File: src/rtl/regfile_wb_queue.sv
// regfile_wb_queue: in-order write-back queue in front of the register file's
// single write port. Two producers (ALU = A, load = B) push through
// valid/ready handshakes. The head entry drains combinationally onto
// o_wen/o_wreg/o_wdata.
// Optional feature macro: WBQ_BYPASS_EN builds the read-address forwarding
// comparators. When it is undefined, the forwarding outputs are tied to 0.
module regfile_wb_queue #(
  parameter int DEPTH = 4,
  parameter int AW    = 5,
  parameter int DW    = 32
) (
  input  logic                     clk,
  input  logic                     rst,
  input  logic                     i_flush,
  input  logic                     i_a_valid,
  input  logic [AW-1:0]            i_a_reg,
  input  logic [DW-1:0]            i_a_data,
  output logic                     o_a_ready,
  input  logic                     i_b_valid,
  input  logic [AW-1:0]            i_b_reg,
  input  logic [DW-1:0]            i_b_data,
  output logic                     o_b_ready,
  input  logic                     i_hold,
  output logic                     o_wen,
  output logic [AW-1:0]            o_wreg,
  output logic [DW-1:0]            o_wdata,
  output logic [$clog2(DEPTH):0]   o_count,
  output logic                     o_empty,
  output logic                     o_full,
  input  logic [AW-1:0]            i_raddr1,
  input  logic [AW-1:0]            i_raddr2,
  output logic                     o_fwd_hit1,
  output logic [DW-1:0]            o_fwd_data1,
  output logic                     o_fwd_hit2,
  output logic [DW-1:0]            o_fwd_data2
);

  localparam int PW = $clog2(DEPTH);
  localparam int CW = PW + 1;

  logic [AW-1:0] ent_reg  [DEPTH];
  logic [DW-1:0] ent_data [DEPTH];
  logic [PW-1:0] rd_ptr, wr_ptr;
  logic [CW-1:0] count;
  logic [CW-1:0] free;
  logic          a_push, b_push, pop;
  logic [PW-1:0] b_slot;

  // Handshake, push/pop qualification and head drain
  always_comb begin
    free      = CW'(DEPTH) - count;
    o_a_ready = (free >= CW'(1));
    // A reserves a slot whenever it is valid, so B needs a second free slot
    o_b_ready = i_a_valid ? (free >= CW'(2)) : (free >= CW'(1));
    // Register 0 writes are acknowledged but never stored
    a_push    = i_a_valid && o_a_ready && (i_a_reg != '0) && !i_flush;
    b_push    = i_b_valid && o_b_ready && (i_b_reg != '0) && !i_flush;
    b_slot    = wr_ptr + PW'(a_push);
    o_empty   = (count == '0);
    o_full    = (count == CW'(DEPTH));
    o_count   = count;
    o_wen     = !o_empty && !i_hold;
    o_wreg    = ent_reg[rd_ptr];
    o_wdata   = ent_data[rd_ptr];
    pop       = o_wen;
  end

  // Pointer and occupancy update; reset takes precedence over flush
  always_ff @(posedge clk) begin
    if (rst || i_flush) begin
      rd_ptr <= '0;
      wr_ptr <= '0;
      count  <= '0;
    end else begin
      rd_ptr <= rd_ptr + PW'(pop);
      wr_ptr <= wr_ptr + PW'(a_push) + PW'(b_push);
      count  <= count + CW'(a_push) + CW'(b_push) - CW'(pop);
    end
  end

  // Entry storage; A lands first so B is the younger entry
  always_ff @(posedge clk) begin
    if (!rst) begin
      if (a_push) begin
        ent_reg[wr_ptr]  <= i_a_reg;
        ent_data[wr_ptr] <= i_a_data;
      end
      if (b_push) begin
        ent_reg[b_slot]  <= i_b_reg;
        ent_data[b_slot] <= i_b_data;
      end
    end
  end

`ifdef WBQ_BYPASS_EN
  // Walk oldest to youngest so that the last match (the youngest) wins
  function automatic logic [DW:0] lookup(input logic [AW-1:0] addr);
    logic [DW:0]   res;
    logic [PW-1:0] idx;
    res = '0;
    for (int unsigned i = 0; i < DEPTH; i++) begin
      idx = rd_ptr + PW'(i);
      if (addr != '0 && i < 32'(count) && ent_reg[idx] == addr)
        res = {1'b1, ent_data[idx]};
    end
    return res;
  endfunction

  // Forwarding lookup over stored entries only
  always_comb begin
    {o_fwd_hit1, o_fwd_data1} = lookup(i_raddr1);
    {o_fwd_hit2, o_fwd_data2} = lookup(i_raddr2);
  end
`else
  logic unused_raddr;
  assign unused_raddr = ^{i_raddr1, i_raddr2};

  // Forwarding disabled: outputs held at zero
  always_comb begin
    o_fwd_hit1  = 1'b0;
    o_fwd_data1 = '0;
    o_fwd_hit2  = 1'b0;
    o_fwd_data2 = '0;
  end
`endif

endmodule

File: config.mk
export PLATFORM = sky130hd
export DESIGN_NAME = regfile_wb_queue
export DESIGN_NICKNAME = d
export VERILOG_FILES = /design/src/rtl/regfile_wb_queue.sv
export SDC_FILE = /design/constraint.sdc
export NUM_CORES = 1
export LEC_CHECK = 0
export CORE_UTILIZATION = 47
export CTS_BUF_LIST = sky130_fd_sc_hd__clkbuf_2 sky130_fd_sc_hd__clkbuf_4 sky130_fd_sc_hd__clkbuf_8
export CTS_CLUSTER_DIAMETER = 50
export DETAILED_ROUTE_END_ITERATION = 10
export PLACE_DENSITY = 0.82
export SETUP_SLACK_MARGIN = 0.2
export SLEW_MARGIN = 20
export SYNTH_ARGS = -nofsm -noshare
export SYNTH_HDL_FRONTEND = slang
export SYNTH_SLANG_ARGS = --single-unit
File: constraint.sdc
create_clock -name clk -period 3.5 [get_ports clk]
set_input_delay 0.7 -clock clk [delete_from_list [all_inputs] [get_ports clk]]
set_output_delay 0.7 -clock clk [all_outputs]
set_load 0.03 [all_outputs]
Yosys cells after proc, flatten, opt, wreduce, memory -nomap -nowiden
Memory sizes are Yosys's and may differ from the RTL's. A register that Yosys moved wholly into a read port is not among the register bits.
Cells that the tools add are included.
Widths: inputs -> output; s select.

storage, ports and cells
  register bits = 7
  input bits = 90
  output and inout port bits = 111
  memories kept = 2
  RAM bits = 148
  word-level logic and storage cells = 38

memory list
  name      depth  width  read ports  clocked after memory_dff  wr ports  RTL line  text
  ent_data  4      32     1           1                         2         42        logic [DW-1:0] ent_data [DEPTH];
  ent_reg   4      5      1           1                         2         41        logic [AW-1:0] ent_reg [DEPTH];

cells by class
  order comparisons = 2
  equality and inequality tests = 1
  add/subtract/negate cells = 7
  reduce and logical (&&, ||, !) cells = 14
  muxes and demuxes = 9

operators by type and width
  kind                 count
  $reduce_bool 5->1    2
  $logic_and 1x1->1    7
  $mux 1               7
  $add 2x1->2          3
  $add 3x1->3          2
  $mux 2               2
  $eq 3x3->1 const B   1
  $ge 3x1->1 const B   1
  $ge 3x2->1 const B   1
  $logic_not 1->1      3
  $logic_not 3->1      1
  $sub 3x1->3          1
  $sub 3x3->3 const A  1
  $logic_or 1x1->1     1

Logic depth before layout (Yosys ltp)
Gate-level depths: netlist of run 1.

  depth in word-level cells = 9
  depth in mapped cells = 13
  mapped depth without buffers = 13

Worst setup path after synthesis of run 1
OpenSTA, ideal clock, no wires.

  kind = flip-flop to flip-flop
  start point = register count[0], in the netlist o_count[0]
  end point = memory ent_data[1][0], enable pin
  required time = 3120 ps
  path slack = -623 ps
  buffers on the path = 2
  arrival time = 3743 ps
  library setup time = 380 ps
  period minus slack after synthesis = 4123 ps
  cell stages (with the launch flop) = 13
  cell sequence = dfxtp_1 > inv_1 > ha_1 > ha_1 > nor4b_1 > a2111oi_0 > ha_1 > xor2_1 > or4_1 > nor3_2 > buf_6 > buf_12 > a31o_2

RTL lines
  item                    RTL line  text
  start, declared         44        logic [CW-1:0] count;
  start signal, assigned  77        count <= count + CW'(a_push) + CW'(b_push) - CW'(pop);
  end, declared           42

==> results of run 1 <==
==> cells by family after synthesis <==
kind of cell	synth area share, %
adder cells (fa/ha/maj)	1.78
buffers and inverters	8.86
flip-flops	53.6
other	0.0438
multiplexers	32.5
AND/OR/NAND/NOR	2.12
XOR/XNOR	0.512
AO/OA/AOI/OAI	0.599
==> metrics by stage <==
stage	setup slack [ps]	instance area, sq um	setup TNS (ps)	total power, mW	utilization (%)
6_report	191	11100	0	4.92	63.5
5_1_grt	118	11100	0	5.11	63.5
4_1_cts	193	10900	0	4.88	61.9
2_1_floorplan	216	8920	0	3.06	-
3_3_place_gp	-303	10400	-41930	3.47	59.5
3_5_place_dp	-314	10400	-49520	3.51	59.5
==> critical path: cells and delay by family <==
family                   cells  cell delay, ps
AND/OR/NAND/NOR              4            1130
buffers and inverters        4             880
adder cells (fa/ha/maj)      1             330
multiplexers                 1             300
AO/OA/AOI/OAI                1             160
==> per-layer routing <==
| layer | vias up | GRT usage [%] |
|---|---|---|
| li1 | 2160 | - |
| met1 | 2461 | 23.5 |
| met2 | 175 | 36.6 |
| met3 | 16 | 4.96 |
| met4 | 0 | 7.14 |
| met5 | - | 0 |
==> cells in the mapped netlist (2+ instances only) <==
library cell | n | share of area, %
buf_2 | 7 | 0.41
fa_1 | 2 | 0.47
buf_4 | 67 | 5.9
nor3_1 | 8 | 0.47
ha_1 | 9 | 1.3
edfxtp_1 | 148 | 52
a31o_2 | 4 | 0.41
xnor2_1 | 4 | 0.41
mux2_4 | 76 | 13
mux2_2 | 72 | 9.5
mux4_2 | 37 | 9.7
buf_6 | 10 | 1.3
clkbuf_1 | 5 | 0.22
and2_1 | 3 | 0.22
inv_1 | 12 | 0.53
nand2_1 | 2 | 0.088
nor2b_1 | 2 | 0.15
buf_12 | 2 | 0.47
nor2_1 | 4 | 0.18
dfxtp_1 | 7 | 1.6
nor4b_1 | 3 | 0.31
==> layout make-up <==
class                   count  share of cell area (%)
repair buffers            194                    19.3
well taps                 225                    2.53
inverters                  12                   0.449
multi-input cells         301                    32.7
flip-flops and latches    155                    41.3
clock buffers              18                    2.17
clock inverters            14                    1.52
==> worst max path at each step <==
stage,endpoint,slack [ps],cells after the start
after global routing,ent_data[1][18]$_DFFE_PP_,120,13
after CTS,ent_data[0][2]$_DFFE_PP_,190,9
final,ent_data[1][11]$_DFFE_PP_,190,11
after floorplan,ent_data[1][0]$_DFFE_PP_,220,12
after detailed placement,ent_data[1][12]$_DFFE_PP_,-310,10
after global placement,ent_data[1][12]$_DFFE_PP_,-300,10
==> power by group through the flow <==
stage	clock network, mW	registers (mW)	logic (mW)
CTS	1.41	2.19	1.28
global placement	0	2.23	1.25
global route	1.48	2.19	1.43
finish	1.39	2.18	1.35
detailed placement	0	2.23	1.27
floorplan	0	2.22	0.841
==> timing repair <==
item | 4_1_cts | 5_1_grt
setup buffers | 0 | 20
gates resized for setup | 0 | 17
gates cloned | 0 | 2
endpoints found under the setup margin | 23 | 224
pin swaps | 1 | 3
==> metrics.md, run 1 <==
| Metric | Value |
|---|---|
| R2r startpoint | `o_count[0]$_SDFF_PP0_` |
| Area grow syn2layout | `30.1%` |
| Achievable frequency | `302 MHz` |
| FP Rows | `48` |
| CP Launch Point | `i_a_reg[2]` |
| Reg area | `~4600 sq um` |
| Ant diodes | `0` |
| Period minus WS final | `between 3000 and 4000 ps` |
| Final wirelength | `18,700 microns` |
| GRT overflow | `0` |
| Clk buf depth | `2` |
| First-pass GRT wire length | `27,600 microns` |
| Synthesized area | `approximately 8600 sq um` |
| Reg2Reg Depth | `13` |
| Ports | `around 200` |
| Hold_sp | `o_count[1]$_SDFF_PP0_` |
| Wire per inst | `slightly above 20 microns` |
| CP max stage delay | `500 ps` |
| Placer's final routability congestion estimate | `0.801` |
| Hold_buf cts | `0` |
| Residual DRC | `0` |
| Placed cells | `between 800 and 900` |
| Ys async rst share | `0%` |
| Logic pwr share | `around 28%` |
| PwrDens | `between 400 and 500 nW/um^2` |
| Mapped Cells | `495` |
| Share of power burned in registers | `between 40 and 50%` |
| Total CTS buffers | `17` |
| Worst hold path cell count | `2` |
| Most frequent CP cell | `buf_12` |
| Fin crit share | `94.5%` |
| Antenna violations before repair | `0` |
| Syn. warnings | `0` |
| Worst Clk Skew | `approximately 16 ps` |
| DRT antenna net count | `0` |
| Area used by multi-input combinational logic | `about 3600 sq um` |
| Detail Route met3 WL | `around 1100 microns` |
| Flops & latches, synth | `155` |
| Data required, critical path | `~3700 ps` |
| Endpoint of the worst hold path | `o_count[2]$_SDFF_PP0_` |
| Largest net degree at the start of global routing | `27` |
| Die Y | `~140 microns` |
| Top FF cell, synth | `edfxtp_1` |
| Setup Crit Path Kind | `input pin to flip-flop` |
| GRT Util Overall | `~20%` |
| Max FFs per register | `around 130` |
| DP HPWL | `12,600 microns` |
| Lkg Pwr | `3.99 nW` |
| Final setup fails | `0` |
| R2R setup slack | `200 ps` |
| Fin. Hold Viols | `0` |
| Internal | `about 3.5 mW` |
| Seq/Total Area, Yosys | `53.6%` |
| Clk_lat worst skew | `450 ps` |
| Worst min path class | `flip-flop to flip-flop` |
| Nets | `between 700 and 800` |
| CP max FO | `7` |
| Layout cells sized above 1 | `about 45%` |
| Clock share of power | `approximately 28%` |
| Die area | `approximately 19,000 sq um` |
| H-Tree Depth | `4` |
| Fin Hold WS | `~570 ps` |
| Crit path DAT | `between 3000 and 4000 ps` |
| DRT met1 WL | `around 7300 microns` |
| Clock sink count | `between 150 and 200` |
| Top Metal Used | `met4` |
| Net Sw Power | `roughly 1.4 mW` |
| Synth cell types | `32` |
| Commonest non-fill, non-tap cell in the layout | `edfxtp_1` |
| Max cap viols | `0` |
| Unrepaired setup endpoints after global routing | `yes` |
| Critical R2R Capture | `ent_data[1][11]$_DFFE_PP_` |
| Initial Utilization | `between 40% and 50%` |
| Cell Chain, Critical Path | `clkdlybuf4s50_1 -> nor3_1 -> a2111oi_4 -> ha_4 -> nand2_2 -> or4_4 -> nor3_4 -> buf_12 -> buf_12 -> buf_12 -> mux2_4` |
| CP endpoint kind | `flip-flop` |
| CP max-delay cell | `or4_4` |
| EDFF count, synth | `~150` |
| Die W | `between 100 and 150 microns` |
| TritonCTS clock tree | `done` |
| CORE AREA | `17,500 sq um` |
| Most frequent cells in the layout | `edfxtp_1 (148), clkdlybuf4s50_1 (123), mux2_4 (82), mux2_2 (66), conb_1 (66)` |
| Worst setup SP type | `input pin` |
| Status | `complete, no violations` |
| Vias per Instance | `roughly 5.2` |
| Root buffer cell | `clkbuf_8` |
| Final Instance Count excl. Fillers | `between 900 and 1,000` |
| Reg clk slew, reported paths | `~80 ps` |
| Filler Cell Count | `1,241` |
| Net Sw Frac | `approximately 28%` |
| Worst vdd ir | `around 270 uV` |
| Met2 WL post-DR | `10,100 microns` |
| 1st-iter DRT viols | `259` |
| Vias in the first global route | `around 5,100` |
| Via Count | `around 4,800` |
| Max Slew Vio Count | `0` |
| DR pass1 iterations | `4` |
| Port buffer count | `approximately 120` |
| Syn Area/Cell | `17.3 sq um` |
(Power assumes the default switching activity.)
==> inputs of run 2 (changes only) <==
--- a/config.mk
+++ b/config.mk
@@ -7,11 +7,9 @@
 export LEC_CHECK = 0
 export CORE_UTILIZATION = 47
 export CTS_BUF_LIST = sky130_fd_sc_hd__clkbuf_2 sky130_fd_sc_hd__clkbuf_4 sky130_fd_sc_hd__clkbuf_8
-export CTS_CLUSTER_DIAMETER = 50
 export DETAILED_ROUTE_END_ITERATION = 10
 export PLACE_DENSITY = 0.82
 export SETUP_SLACK_MARGIN = 0.2
-export SLEW_MARGIN = 20
 export SYNTH_ARGS = -nofsm -noshare
 export SYNTH_HDL_FRONTEND = slang
 export SYNTH_SLANG_ARGS = --single-unit
==> results of run 2 <==
Final layout, timing and power as in run 1 (identical DEF).
